**src/rtl/pu_pkg.sv**
```systemverilog
// Shared types for the pixel-window controller: FSM state and horizontal stride encoding.
package pu_pkg;

    typedef enum logic [1:0] {
        ST_IDLE   = 2'd0,
        ST_FILL   = 2'd1,
        ST_STREAM = 2'd2,
        ST_DONE   = 2'd3
    } pu_state_e;

    typedef enum logic {
        STRIDE_1 = 1'b0,
        STRIDE_2 = 1'b1
    } pu_stride_e;

    function automatic pu_stride_e stride_from_cfg(input logic stride2);
        return stride2 ? STRIDE_2 : STRIDE_1;
    endfunction

endpackage

```
**src/rtl/pu_window_ctrl_if.sv**
```systemverilog
// Frame control, column input stream and window output stream of pu_window_ctrl.
interface pu_window_ctrl_if #(
    parameter int DATA_W = 16,
    parameter int K      = 5,
    parameter int CNT_W  = 8
);
    logic                    start;
    logic [CNT_W-1:0]        cfg_cols;
    logic [CNT_W-1:0]        cfg_rows;
    logic                    cfg_stride2;
    logic                    col_valid;
    logic [DATA_W*K-1:0]     col_data;
    logic                    col_ready;
    logic                    win_valid;
    logic [DATA_W*K*K-1:0]   win_data;
    logic                    win_ready;
    logic                    busy;
    logic                    done;
    logic                    cfg_err;

    // master drives frames and columns and consumes windows; slave is the controller
    modport master (
        output start, cfg_cols, cfg_rows, cfg_stride2, col_valid, col_data, win_ready,
        input  col_ready, win_valid, win_data, busy, done, cfg_err
    );

    modport slave (
        input  start, cfg_cols, cfg_rows, cfg_stride2, col_valid, col_data, win_ready,
        output col_ready, win_valid, win_data, busy, done, cfg_err
    );
endinterface

```
**src/rtl/pu_col_bank.sv**
```systemverilog
// K-column shift bank: new column enters at c = K-1, oldest column at c = 0 drops out.
module pu_col_bank #(
    parameter int DATA_W = 16,
    parameter int K      = 5
) (
    input  logic                  clk,
    input  logic                  rst,
    input  logic                  shift_en,
    input  logic [DATA_W*K-1:0]   col_in,
    output logic [DATA_W*K*K-1:0] win
);

    logic [DATA_W*K*K-1:0] bank_q;
    logic [DATA_W*K*K-1:0] bank_d;

    always_comb begin
        // NOTE: bank_d starts as bank_q so the loop below can never infer a latch.
        bank_d = bank_q;
        if (shift_en) begin
            for (int r = 0; r < K; r++) begin
                for (int c = 0; c < K; c++) begin
                    if (c == K - 1) begin
                        bank_d[(r*K + c)*DATA_W +: DATA_W] = col_in[r*DATA_W +: DATA_W];
                    end else begin
                        bank_d[(r*K + c)*DATA_W +: DATA_W] = bank_q[(r*K + c + 1)*DATA_W +: DATA_W];
                    end
                end
            end
        end
    end

    // NOTE: non-blocking assignment so every flop samples pre-edge values.
    always_ff @(posedge clk) begin
        if (rst) begin
            // NOTE: the pixel storage is reset as well, so win_data reads zero after rst.
            bank_q <= '0;
        end else begin
            bank_q <= bank_d;
        end
    end

    assign win = bank_q;

endmodule

```
**src/rtl/pu_window_ctrl.sv**
```systemverilog
// Sliding KxK window controller: fills a column bank per row and streams windows at stride 1 or 2.
module pu_window_ctrl
    import pu_pkg::*;
#(
    parameter int DATA_W = 16,
    parameter int K      = 5,
    parameter int CNT_W  = 8
) (
    input  logic            clk,
    input  logic            rst,
    pu_window_ctrl_if.slave bus
);

    localparam logic [CNT_W-1:0] K_CNT = CNT_W'(K);

    pu_state_e        state_q,   state_d;
    pu_stride_e       stride_q,  stride_d;
    logic [CNT_W-1:0] cols_q,    cols_d;
    logic [CNT_W-1:0] rows_q,    rows_d;
    logic [CNT_W-1:0] col_cnt_q, col_cnt_d;
    logic [CNT_W-1:0] row_cnt_q, row_cnt_d;
    logic             phase_q,   phase_d;
    logic             drain_q,   drain_d;
    logic             win_valid_q, win_valid_d;
    logic             busy_q,    busy_d;
    logic             done_q,    done_d;
    logic             cfg_err_q, cfg_err_d;

    logic             col_ready;
    logic             accept;
    logic             emit;
    logic [CNT_W-1:0] col_next;
    logic [CNT_W-1:0] row_next;
    logic [DATA_W*K*K-1:0] bank_win;

    always_comb begin
        state_d     = state_q;
        stride_d    = stride_q;
        cols_d      = cols_q;
        rows_d      = rows_q;
        col_cnt_d   = col_cnt_q;
        row_cnt_d   = row_cnt_q;
        phase_d     = phase_q;
        drain_d     = drain_q;
        cfg_err_d   = 1'b0;
        emit        = 1'b0;
        col_next    = col_cnt_q + 1'b1;
        row_next    = row_cnt_q + 1'b1;

        // A pending window blocks new columns so the bank (and win_data) cannot move under it.
        col_ready   = ((state_q == ST_FILL) || ((state_q == ST_STREAM) && !drain_q)) &&
                      (!win_valid_q || bus.win_ready);
        accept      = bus.col_valid && col_ready;
        win_valid_d = win_valid_q && !bus.win_ready;

        case (state_q)
            ST_IDLE: begin
                if (bus.start) begin
                    if ((bus.cfg_cols >= K_CNT) && (bus.cfg_rows != '0)) begin
                        cols_d    = bus.cfg_cols;
                        rows_d    = bus.cfg_rows;
                        stride_d  = stride_from_cfg(bus.cfg_stride2);
                        col_cnt_d = '0;
                        row_cnt_d = '0;
                        phase_d   = 1'b0;
                        drain_d   = 1'b0;
                        state_d   = ST_FILL;
                    end else begin
                        cfg_err_d = 1'b1;
                        state_d   = ST_DONE;
                    end
                end
            end

            ST_FILL: begin
                if (accept) begin
                    col_cnt_d = col_next;
                    if (col_next == K_CNT) begin
                        emit    = 1'b1;
                        phase_d = 1'b0;
                        state_d = ST_STREAM;
                    end
                end
            end

            ST_STREAM: begin
                if (drain_q) begin
                    // Final window of the frame is out; leave only once it is taken.
                    if (!win_valid_q || bus.win_ready) begin
                        drain_d = 1'b0;
                        state_d = ST_DONE;
                    end
                end else if (accept) begin
                    col_cnt_d = col_next;
                    emit      = (stride_q == STRIDE_1) || phase_q;
                    phase_d   = !phase_q;
                end
            end

            ST_DONE: begin
                state_d = ST_IDLE;
            end

            default: begin
                state_d = ST_IDLE;
            end
        endcase

        // End of row: the fill count restarts whether the last column made a window or not.
        if (accept && (col_next == cols_q)) begin
            col_cnt_d = '0;
            if (row_next == rows_q) begin
                if (emit) begin
                    drain_d = 1'b1;
                    state_d = ST_STREAM;
                end else begin
                    state_d = ST_DONE;
                end
            end else begin
                row_cnt_d = row_next;
                state_d   = ST_FILL;
            end
        end

        if (emit) begin
            win_valid_d = 1'b1;
        end

        busy_d = (state_d != ST_IDLE);
        done_d = (state_d == ST_DONE);
    end

    always_ff @(posedge clk) begin
        if (rst) begin
            state_q     <= ST_IDLE;
            stride_q    <= STRIDE_1;
            cols_q      <= '0;
            rows_q      <= '0;
            col_cnt_q   <= '0;
            row_cnt_q   <= '0;
            phase_q     <= 1'b0;
            drain_q     <= 1'b0;
            win_valid_q <= 1'b0;
            busy_q      <= 1'b0;
            done_q      <= 1'b0;
            cfg_err_q   <= 1'b0;
        end else begin
            state_q     <= state_d;
            stride_q    <= stride_d;
            cols_q      <= cols_d;
            rows_q      <= rows_d;
            col_cnt_q   <= col_cnt_d;
            row_cnt_q   <= row_cnt_d;
            phase_q     <= phase_d;
            drain_q     <= drain_d;
            win_valid_q <= win_valid_d;
            busy_q      <= busy_d;
            done_q      <= done_d;
            cfg_err_q   <= cfg_err_d;
        end
    end

    pu_col_bank #(
        .DATA_W (DATA_W),
        .K      (K)
    ) u_bank (
        .clk      (clk),
        .rst      (rst),
        .shift_en (accept),
        .col_in   (bus.col_data),
        .win      (bank_win)
    );

    assign bus.col_ready = col_ready;
    assign bus.win_valid = win_valid_q;
    assign bus.win_data  = bank_win;
    assign bus.busy      = busy_q;
    assign bus.done      = done_q;
    assign bus.cfg_err   = cfg_err_q;

endmodule

```
**src/flat_wrapper.sv**
```systemverilog
// flat-port wrapper written by rule: the top's interface ports become plain ports
module pu_window_ctrl_flat import pu_pkg::*;
#(
    parameter int DATA_W = 16,
    parameter int K      = 5,
    parameter int CNT_W  = 8
)
  (clk, rst, bus_start, bus_cfg_cols, bus_cfg_rows, bus_cfg_stride2, bus_col_valid, bus_col_data, bus_win_ready, bus_col_ready, bus_win_valid, bus_win_data, bus_busy, bus_done, bus_cfg_err);
  pu_window_ctrl_if #(.DATA_W(DATA_W), .K(K), .CNT_W(CNT_W)) bus_i ();
  input  logic clk;
  input  logic rst;
  input wire logic [$bits(bus_i.start)-1:0] bus_start;
  input wire logic [$bits(bus_i.cfg_cols)-1:0] bus_cfg_cols;
  input wire logic [$bits(bus_i.cfg_rows)-1:0] bus_cfg_rows;
  input wire logic [$bits(bus_i.cfg_stride2)-1:0] bus_cfg_stride2;
  input wire logic [$bits(bus_i.col_valid)-1:0] bus_col_valid;
  input wire logic [$bits(bus_i.col_data)-1:0] bus_col_data;
  input wire logic [$bits(bus_i.win_ready)-1:0] bus_win_ready;
  output wire logic [$bits(bus_i.col_ready)-1:0] bus_col_ready;
  output wire logic [$bits(bus_i.win_valid)-1:0] bus_win_valid;
  output wire logic [$bits(bus_i.win_data)-1:0] bus_win_data;
  output wire logic [$bits(bus_i.busy)-1:0] bus_busy;
  output wire logic [$bits(bus_i.done)-1:0] bus_done;
  output wire logic [$bits(bus_i.cfg_err)-1:0] bus_cfg_err;
  assign bus_i.start = bus_start;
  assign bus_i.cfg_cols = bus_cfg_cols;
  assign bus_i.cfg_rows = bus_cfg_rows;
  assign bus_i.cfg_stride2 = bus_cfg_stride2;
  assign bus_i.col_valid = bus_col_valid;
  assign bus_i.col_data = bus_col_data;
  assign bus_i.win_ready = bus_win_ready;
  assign bus_col_ready = bus_i.col_ready;
  assign bus_win_valid = bus_i.win_valid;
  assign bus_win_data = bus_i.win_data;
  assign bus_busy = bus_i.busy;
  assign bus_done = bus_i.done;
  assign bus_cfg_err = bus_i.cfg_err;
  pu_window_ctrl #(.DATA_W(DATA_W), .K(K), .CNT_W(CNT_W)) u_core (.clk(clk), .rst(rst), .bus(bus_i));
endmodule
```
**config.mk**
```make
export PLATFORM = sky130hd
export DESIGN_NAME = pu_window_ctrl_flat
export DESIGN_NICKNAME = d
export VERILOG_FILES = /design/src/rtl/pu_pkg.sv /design/src/rtl/pu_window_ctrl_if.sv /design/src/rtl/pu_col_bank.sv /design/src/rtl/pu_window_ctrl.sv /design/src/flat_wrapper.sv
export SDC_FILE = /design/constraint.sdc
export NUM_CORES = 1
export LEC_CHECK = 0
export ABC_AREA = 1
export BUFFER_PORTS_ARGS = -buffer_cell sky130_fd_sc_hd__buf_2
export CAP_MARGIN = 20
export CORE_MARGIN = 2
export CORE_UTILIZATION = 34
export DETAILED_ROUTE_END_ITERATION = 16
export HOLD_SLACK_MARGIN = 0.15
export PLACE_DENSITY = 0.51
export REMOVE_ABC_BUFFERS = 1
export SETUP_SLACK_MARGIN = 0.1
export SLEW_MARGIN = 20
export SYNTH_ARGS = -nofsm -noshare
export SYNTH_HDL_FRONTEND = slang
export SYNTH_HIERARCHICAL = 1
export SYNTH_SLANG_ARGS = --single-unit
```
**constraint.sdc**
```tcl
create_clock -name clk -period 4.7 [get_ports clk]
set_input_delay 0.47 -clock clk [delete_from_list [all_inputs] [get_ports clk]]
set_output_delay 0.47 -clock clk [all_outputs]
set_load 0.005 [all_outputs]
```
# --- Word level (Yosys, flattened, before mapping) ---
# Cells that the tools add are included.
word_totals:
  regBits: 441
  latchBits: 0
  mem_bits_rw: 0
  romBits: 0
  input_bits: 102
  mem_count: 0
classes:
  n_addsub: 2
  n_mul: 0
  div: 0
  order_cmp: 1
  n_eq_ne: 13
  n_shift: 0
  muxes: 43
  n_bitwise: 3
  reduce_logical: 22
op_table:
  columns: ["cell", "count"]
  rows:
  - ["2-to-1 mux 8 bit", 9]
  - ["one-hot mux 8 bit (3 select lines)", 1]
  - ["2-to-1 mux 1 bit", 21]
  - ["adder 8 x 1 -> 8 bit (second input constant)", 2]
  - ["equality test 8 bit", 2]
  - ["2-to-1 mux 2 bit", 8]
  - ["equality test 8 x 3 -> 1 bit (second input constant)", 1]
  - [">= comparator 8 x 3 -> 1 bit (second input constant)", 1]
  - ["one-hot mux 2 bit (4 select lines)", 1]
  - ["nonzero test 8 bit", 1]
  - ["AND reduction 7 bit", 1]
  - ["equality test 2 bit (second input constant)", 3]
  - ["logical AND 1 bit", 6]
  - ["inequality test 2 x 1 -> 1 bit (second input constant)", 3]
  - ["inequality test 2 bit (second input constant)", 3]
  - ["logical NOT 1 bit", 4]
  - ["one-hot mux 1 bit (2 select lines)", 2]
  - ["AND reduction 4 bit", 1]
  - ["logical OR 1 bit", 3]
  - ["inverter 1 bit", 3]
  - ["one-hot mux 1 bit (3 select lines)", 1]
  - ["AND reduction 3 bit", 1]
  - ["nonzero test 3 bit", 1]
  - ["OR reduction 3 bit", 1]
  - ["4 further kinds", 4]

# --- Logic depth before layout (Yosys ltp) ---
# Gate-level depths: netlist of the first run.
depth:
  ltp_word: 12
  mapped_depth: 15
  mapped_depth_nobuf: 14

# --- Hierarchy ---
# Netlist of the first run, hierarchy kept.
modules_own_cells:
  columns: ["module", "n_inst", "cells_each", "area_per_inst_um2", "seq_area_each_um2"]
  rows:
  - ["pu_col_bank", 1, 2534, 17176.5, 8007.7]
  - ["pu_window_ctrl", 1, 403, 2556.2, 820.8]

# --- Worst setup path before layout of the first run ---
# OpenSTA, ideal clock, no wires.
synth_path:
  path_kind: "register -> register"
  from: "register u_core.state_q[0]"
  to: "register u_core.col_cnt_q[7]"
  setup_time_ns: 0.121
  arrival_time_ns: 1.877
  path_slack_ns: 2.701
  path_stages_with_launch: 13
  n_path_buf: 1
  period_less_slack_ns: 1.999
  path_cell_list: "dfxtp_1 > inv_1 > ha_1 > nand2_1 > inv_1 > or2_2 > nor2_1 > nand2_1 > nor2_1 > clkbuf_1 > o21ai_0 > o21ai_0 > nor2_1"
synth_via:
  elab_chain_len: 8
synth_lines:
  columns: ["element", "line", "rtl"]
  rows:
  - ["start, declared", "pu_window_ctrl.sv:16", "pu_state_e state_q, state_d;"]
  - ["start signal, assigned", "pu_window_ctrl.sv:148", "state_q <= state_d;"]
  - ["equality test 2 bit", "pu_window_ctrl.sv:51, pu_window_ctrl.sv:56", null]
  - ["logical AND 1 bit", "pu_window_ctrl.sv:51", "col_ready = ((state_q == ST_FILL) || ((state_q == ST_STREAM) && !drain_q)) &&"]
  - ["logical OR 1 bit", "pu_window_ctrl.sv:51", null]
  - ["logical AND 1 bit", "pu_window_ctrl.sv:51", null]
  - ["logical AND 1 bit", "pu_window_ctrl.sv:53", "accept = bus.col_valid && col_ready;"]
  - ["2-to-1 mux 8 bit (2 in series)", null, null]
  - ["one-hot mux 8 bit (3 select lines)", "pu_window_ctrl.sv:56", "case (state_q)"]
  - ["end signal, assigned", "pu_window_ctrl.sv:152", "col_cnt_q <= col_cnt_d;"]
  - ["end, declared", "pu_window_ctrl.sv:20", "logic [CNT_W-1:0] col_cnt_q, col_cnt_d;"]
# Several ways; a longest one is shown, not always the timed one. The select of a mux whose other input is x is not followed.
# A chain may end at the register's enable or synchronous reset.

# --- Worst setup path after layout of the first run ---
layout_path:
  from: "register u_core.state_q[0]"
  to: "register u_core.u_bank.bank_q[215], in the netlist u_core/u_bank/win[215]"
layout_via:
  elab_chain_len: 5
layout_lines:
  columns: ["element", "line", "rtl"]
  rows:
  - ["equality test 2 bit", "pu_window_ctrl.sv:51", null]
  - ["logical AND 1 bit", "pu_window_ctrl.sv:51", null]
  - ["logical OR 1 bit (*)", "pu_window_ctrl.sv:51", null]
  - ["logical AND 1 bit (*)", "pu_window_ctrl.sv:51", null]
  - ["logical AND 1 bit (*)", "pu_window_ctrl.sv:53", null]
  - ["via u_core.accept", "pu_window_ctrl.sv:30", "logic accept;"]
  - ["end signal, assigned", "pu_col_bank.sv:38", "bank_q <= bank_d;"]
  - ["end, declared", "pu_col_bank.sv:13", "logic [DATA_W*K*K-1:0] bank_q;"]
# Mark *: on every way through the listed nets, which the timed path passes. The rest lies on a longest branch.

==> results of run 1 <==
metal layers:
metal | GRT usage | vias up | share of wire
li1 | - | 9457 | -
met1 | 0.207 | 7369 | 0.45
met2 | 0.275 | 342 | 0.45
met3 | 0.0507 | 75 | 0.068
met4 | 0.0538 | 0 | 0.029
met5 | 0 | - | 0
how the worst max path moves through the flow:
stage | from | end | slack [ps] | depth (start not counted)
floorplan | u_core/state_q[0] | u_core/bus.busy | -8310 | 11
global placement | u_core/state_q[0] | u_core/u_bank/win[9] | 1990 | 10
detailed placement | u_core/state_q[0] | u_core/bus.busy | 1990 | 11
CTS | u_core/state_q[0] | u_core/bus.busy | 1970 | 11
global route | u_core/state_q[0] | u_core/bus.busy | 1670 | 11
finish | u_core/state_q[0] | u_core/u_bank/win[215] | 1990 | 10
registers in the layout (all words and copies together), names as in the netlist:
register              cells
u_core/bus.busy           1
u_core/bus.cfg_err        1
u_core/bus.done           1
u_core/bus.win_valid      1
u_core/col_cnt_q          8
u_core/cols_q             8
u_core/drain_q            1
u_core/phase_q            1
u_core/row_cnt_q          8
u_core/rows_q             8
u_core/state_q            2
u_core/stride_q           1
u_core/u_bank/win       400
cells by family (layout without fill, tap and decap cells):
group / Yosys count / after routing
DFF: 441 / 441
AOI/OAI and AO/OA: 64 / 64
buffers and inverters: 605 / 1156
adders and majority gates: 8 / 8
other: 0 / 1
and+or+nand+nor: 1814 / 1814
xor gates and xnor gates: 5 / 5
what timing repair did:
action                     in CTS  in global routing
hold endpoints to repair       77                  0
hold buffers                   77                  0
setup endpoints to repair       0                  0
synthesized netlist by cell type (all sizes together), types with 3 or more instances:
master	number	area share
o21ai	33	0.0084
clkbuf	82	0.054
nand2	916	0.18
nand3	41	0.012
nor4	3	0.00095
ha	8	0.0051
nor2	844	0.16
xor2	3	0.0023
inv	460	0.088
dfxtp	441	0.45
nand4	4	0.0013
a21oi	28	0.0071
nor3	3	0.0010
buf	61	0.032
metrics by stage:
step / cell area (um2) / hold WS [ps] / util / instances
after floorplan: 18000 / 426 / - / 2794
after global placement: 21800 / 451 / 0.378 / 4083
after detailed placement: 21800 / 450 / 0.378 / 4083
after CTS: 24200 / 151 / 0.420 / 4253
after global routing: 24200 / 182 / 0.420 / 4254
final: 24200 / 191 / 0.420 / 4254
report_power, final:
group          leakage, nW  switching (mW)  total (mW)  internal, mW
clock network        0.805            1.62        3.92          2.31
registers             3.61           0.454        4.81          4.36
logic                 7.73            1.67        2.86          1.19
total                 12.2            3.75        11.6          7.85
area by class of cell:
type                    instances  area (um2)  share of cell area
diodes                          1        2.50            0.000103
clock buffers                  78        1460              0.0602
clock inverters                15         193             0.00796
inverters                     462        1750              0.0723
multi-input cells            1891        7470               0.308
flip-flops and latches        441        8830               0.365
well taps                     765         957              0.0395
repair buffers                601        3550               0.147
critical path, cell delays in order (launching register included):
cell	delay (ps)
dfxtp_1	350
inv_1	130
ha_1	300
nand2_1	110
nand2_1	100
nand3_2	170
inv_8	630
buf_4	500
nand2_1	100
nand2_1	70
nor2_1	50
==> impl_metrics.json, run 1 <==
{
  "finClkSkew_ps": 21.3,
  "fin_crit_sh": 0.577,
  "cp-end-kind": "register",
  "drv_slew": 0,
  "die_area_um2": 60000,
  "ys_async_sr_fraction": 0,
  "status": "completed",
  "ys_seq_elements": 441,
  "die_h_um": 245,
  "fmax_mhz": 368,
  "min_period_ps": 2710,
  "cts_sinks": 441,
  "ys_warn_count": 6,
  "htreeDepth": 2,
  "synthSimpleGateAreaFrac": 0.353,
  "clk_latency_ps": 600,
  "layout_common_cells": "908 x nand2_1, 841 x nor2_1, 506 x buf_2, 457 x inv_1, 441 x dfxtp_1",
  "yosysUniqueCellTypes": 34,
  "cts_post_setup_buffers_inserted": 0,
  "r2r_slack_ps": 1990,
  "ys_seq_area_frac": 0.447,
  "first_pass_iters": 5,
  "cts_resized": 0,
  "setup_viol": 0,
  "fp.dieW_um": 245,
  "ctsLongestPathBuffers": 3,
  "cp.arrival_ps": 3200,
  "cp_max_fo": 146,
  "routedWlPerCell_um": 12.3,
  "reg2regPathDepth": 10,
  "ant_nets": 0,
  "avgSynthCellArea_um2": 6.72,
  "ioPinCount": 507,
  "synth-adder-area-share": 0.00507,
  "routed_wl_mm": 52.3,
  "power_mw": 11.6,
  "hold_depth": 5,
  "synthFlopType": "dfxtp_1",
  "root_buffer": "clkbuf_16",
  "portBuffers": 506,
  "worst_slew_pin_slew_ps": 880,
  "peakVddDrop_uv": 443,
  "place.gp.congestion": 0.792,
  "fin_setup_tns_ps": 0,
  "track_usage": 0.167,
  "synth.area.mux_share": 0,
  "min_to": "u_core/u_bank/win[150]",
  "hpwl_mm": 35.8,
  "dp_slack_ps": 1990,
  "powerDensity_nw_per_um2": 479,
  "hold_violations": 0,
  "max_cap_viol_count": 0,
  "coreArea_um2": 57600,
  "n_fill_cell": 6284,
  "grt_pass1_wl_mm": 81.7,
  "cts_buffers": 51,
  "final_common_cell": "nand2_1",
  "synth_compound_area_frac": 0.0169,
  "yosys.area_share.xor_xnor": 0.00317,
  "layout.nets": 3558,
  "hp-class": "in2reg",
  "grt_pass1_vias": 15200,
  "min-delay-start": "bus_col_data[22]",
  "grt_max_degree": 147,
  "final_layout_size_suffix_gt1_frac": 0.179,
  "reg2reg_from": "u_core/state_q[0]",
  "cts_tree": "built",
  "synth_cells": 2937,
  "drc": 0,
  "synth_edf_count": 0,
  "antenna_found_initial": 1,
  "p_leak_nw": 12.2,
  "start_util": 0.343,
  "setup_ws_ps": 1990,
  "num_vias": 17200,
  "syn_area_um2": 19700,
  "synthToLayoutAreaGrowth_pct": 22.7,
  "critPathLaunchType": "register",
  "relSlewSlack": 0.413,
  "synth_top_family_by_area": "simple AND/OR/NAND/NOR gates",
  "timing_worst_setup_path_type": "reg2reg",
  "clkTransAtPathRegs_ps": 60,
  "cp.required_ps": 5190,
  "reg2reg_to": "u_core/u_bank/win[215]",
  "routed_via_density": 4.05,
  "drt-initial-drc-count": 893,
  "core.rowCount": 88,
  "rsz0062_at_grt": "false",
  "grt-ovfl-total": 0
}
Power figures use the tool's default switching activity.
==> run 2: changes to the inputs <==
--- a/config.mk
+++ b/config.mk
@@ -5,14 +5,14 @@
 export SDC_FILE = /design/constraint.sdc
 export NUM_CORES = 1
 export LEC_CHECK = 0
-export ABC_AREA = 1
+export ABC_AREA = 0
 export BUFFER_PORTS_ARGS = -buffer_cell sky130_fd_sc_hd__buf_2
 export CAP_MARGIN = 20
 export CORE_MARGIN = 2
 export CORE_UTILIZATION = 34
 export DETAILED_ROUTE_END_ITERATION = 16
 export HOLD_SLACK_MARGIN = 0.15
-export PLACE_DENSITY = 0.51
+export PLACE_DENSITY = 0.55
 export REMOVE_ABC_BUFFERS = 1
 export SETUP_SLACK_MARGIN = 0.1
 export SLEW_MARGIN = 20
==> constraint.sdc (replaced) <==
create_clock -name clk -period 2.4 [get_ports clk]
set_input_delay 0.24 -clock clk [delete_from_list [all_inputs] [get_ports clk]]
set_output_delay 0.24 -clock clk [all_outputs]
set_load 0.005 [all_outputs]
==> run 2 against run 1 <==
Effect of this change: sequential power is 57% higher; cell count fell by 32%; worst setup slack got worse by 1800 ps; synthesized cell count down 45%; sequential cell count unchanged; via count is 24% lower; largest cell class unchanged; maximum frequency up 21%; total power up 40%; register-to-register slack lost 1800 ps.
==> impl_metrics.json, run 2 <==
{
  "status": "completed",
  "r2r_slack_ps": 150,
  "synthFlopType": "dfxtp_1",
  "finClkSkew_ps": 11.3,
  "synth_cells": 1605,
  "core.rowCount": 81,
  "largest_register_ffs": 400,
  "cp.required_ps": 2900,
  "routed_wl_mm": 45.2,
  "max_cap_viol_count": 0,
  "yosysUniqueCellTypes": 63,
  "hold_violations": 0,
  "place.gp.congestion": 0.812,
  "max_stage_delay_ps": 400,
  "diodes": 0,
  "synth_area_leaders": "dfxtp_1 52%, mux2i_1 25%, nor2_1 9.7%",
  "min_period_ps": 2250,
  "cp.arrival_ps": 2750,
  "ys_warn_count": 6,
  "routed_via_density": 4.55,
  "ant_nets": 0,
  "whs_ps": 404,
  "coreArea_um2": 49200,
  "cts_buffers": 47,
  "grt-ovfl-total": 0,
  "relSlewSlack": 0.553,
  "ctsLongestPathBuffers": 3,
  "hp-class": "in2reg",
  "ys_async_sr_fraction": 0,
  "ys_seq_area_frac": 0.520,
  "die_h_um": 228,
  "hold_depth": 8,
  "htreeDepth": 2,
  "powerDensity_nw_per_um2": 720,
  "portBuffers": 506,
  "cp_max_fo": 3,
  "final_layout_size_suffix_gt1_frac": 0.293,
  "rsz0062_at_grt": "true",
  "root_buffer": "clkbuf_16",
  "yosys-top-cells-count": "441 x dfxtp_1, 439 x nor2_1, 418 x mux2i_1, 40 x buf_8, 37 x clkbuf_1",
  "reg2reg_from": "u_core/row_cnt_q[0]",
  "timing_worst_setup_path_type": "reg2reg",
  "synth_edf_count": 0,
  "fmax_mhz": 445,
  "crit_family": "simple AND/OR/NAND/NOR gates",
  "fp.dieW_um": 228,
  "synth.top_cell.area_share": 0.520,
  "grt_pass1_vias": 12700,
  "syn_area_um2": 17000,
  "drc": 0,
  "first_pass_iters": 4,
  "num_vias": 13100,
  "final_common_cell": "buf_2",
  "synthToLayoutAreaGrowth_pct": 32.6,
  "multi_input_area_um2": 7250,
  "track_usage": 0.165,
  "clkTransAtPathRegs_ps": 60,
  "start_util": 0.346,
  "path_buf_inv": 0,
  "final_cell_area_um2": 22500,
  "clk_latency_ps": 570,
  "avgSynthCellArea_um2": 10.6,
  "cts_sinks": 441,
  "grt_max_degree": 100,
  "register_area_um2": 8840,
  "min-delay-start": "bus_col_valid",
  "crit_chain": "ha_4, xor2_1, a311oi_2, o211ai_1, or3_4, or2_4, or3_4, a21oi_2",
  "dpl_cell_area_um2": 19800,
  "ys_seq_elements": 441,
  "fin_crit_sh": 0.937,
  "die_area_um2": 51800,
  "cp-end-kind": "register",
  "layout.nets": 2304,
  "n_fill_cell": 4765,
  "critPathLaunchType": "register",
  "crit_top_cell": "or3_4",
  "synth.most_common_cell": "dfxtp_1",
  "hpwl_mm": 31.6,
  "reg2reg_to": "u_core/drain_q",
  "setup_viol": 0,
  "post-route-util": 0.458,
  "routedWlPerCell_um": 15.7,
  "drv_slew": 0,
  "cts_tree": "built",
  "grt_pass1_wl_mm": 68.8,
  "slowest_stage": "or3_4",
  "ioPinCount": 507,
  "reg2regPathDepth": 8,
  "p_leak_nw": 9.85,
  "antenna_found_initial": 0,
  "synth_top_area_cell": "dfxtp_1",
  "drt-initial-drc-count": 547,
  "min_to": "u_core/drain_q",
  "layout_common_cells": "505 x buf_2, 439 x nor2_1, 435 x dfxtp_1, 418 x mux2i_1, 100 x dlygate4sd3_1",
  "peakVddDrop_uv": 560,
  "worst_slew_pin_slew_ps": 671
}
[run 2: cell count changes after synthesis, sizes merged, moves of 13 or more]
| cell | change |
|---|---|
| nor2 | -405 |
| clkbuf | -44 |
| nand2b | +13 |
| nand3 | -28 |
| mux2i | +418 |
| nand2 | -903 |
| inv | -448 |
| o21ai | -14 |
[run 2: area by class of cell]
cell class                      instances  area share
Sequential cell                       441       0.393
Multi-Input combinational cell       1046       0.322
Timing Repair Buffer                  646       0.178
Clock buffer                           62      0.0579
Tap cell                              664      0.0369
Clock inverter                         17     0.00967
Inverter                               12     0.00233
[run 2: how the worst max path moves through the flow]
| stage | start | cells past startpoint | to |
|---|---|---|---|
| 3_3_place_gp | u_core/state_q[0] | 9 | u_core/u_bank/win[218] |
| 5_1_grt | u_core/state_q[0] | 10 | u_core/bus.done |
| 3_5_place_dp | u_core/state_q[0] | 9 | u_core/u_bank/win[47] |
| 4_1_cts | u_core/col_cnt_q[1] | 8 | u_core/row_cnt_q[3] |
| 6_report | u_core/row_cnt_q[0] | 8 | u_core/drain_q |
| 2_1_floorplan | u_core/state_q[0] | 10 | u_core/drain_q |
[run 2: cells by family after synthesis]
kind of cell | synth area share
compound gates | 0.0288
xor+xnor | 0.0102
fa+ha+maj | 0.00589
buf+inv | 0.0580
flops | 0.520
mux | 0.246
simple gates | 0.131
[run 2: worst reg2reg max path: cells and delay by family (launching register included)]
family,cells,cell delay (ps)
compound gates,3,450
xor+xnor,1,140
fa+ha+maj,1,240
flops,1,330
simple gates,3,1040
[run 2: report_power, final]
group	internal (mW)	switching, mW	total (mW)
Combinational	0.711	0.742	1.45
Sequential	7.44	0.104	7.55
Clock	4.25	2.96	7.21
[run 2: metrics by stage]
| step | cells | power (mW) | setup slack [ps] | TNS, ps |
|---|---|---|---|---|
| 2_1_floorplan | 1499 | 8.82 | -7050 | -2319890 |
| 6_report | 2888 | 16.2 | 152 | 0 |
| 3_5_place_dp | 2703 | 8.99 | -90.0 | -1730 |
| 5_1_grt | 2888 | 16.9 | 51.1 | 0 |
| 3_3_place_gp | 2703 | 8.98 | 37.7 | 0 |
| 4_1_cts | 2884 | 16.4 | 104 | 0 |
[run 2: timing repair]
action	CTS	global route
endpoints found under the setup margin	53	143
buffers inserted	2	3
gates cloned	0	1
pin swaps	4	6
hold buffers	100	0
endpoints found under the hold margin	145	0
resized for setup	10	18
[run 2: metal layers]
metal  global-route usage  part of all wire  vias to the layer above
li1                     -                 -                     6587
met1                0.195              0.42                     6176
met2                0.280              0.48                      310
met3               0.0565             0.073                       68
met4               0.0544             0.023                        0
met5                    0                 0                        -
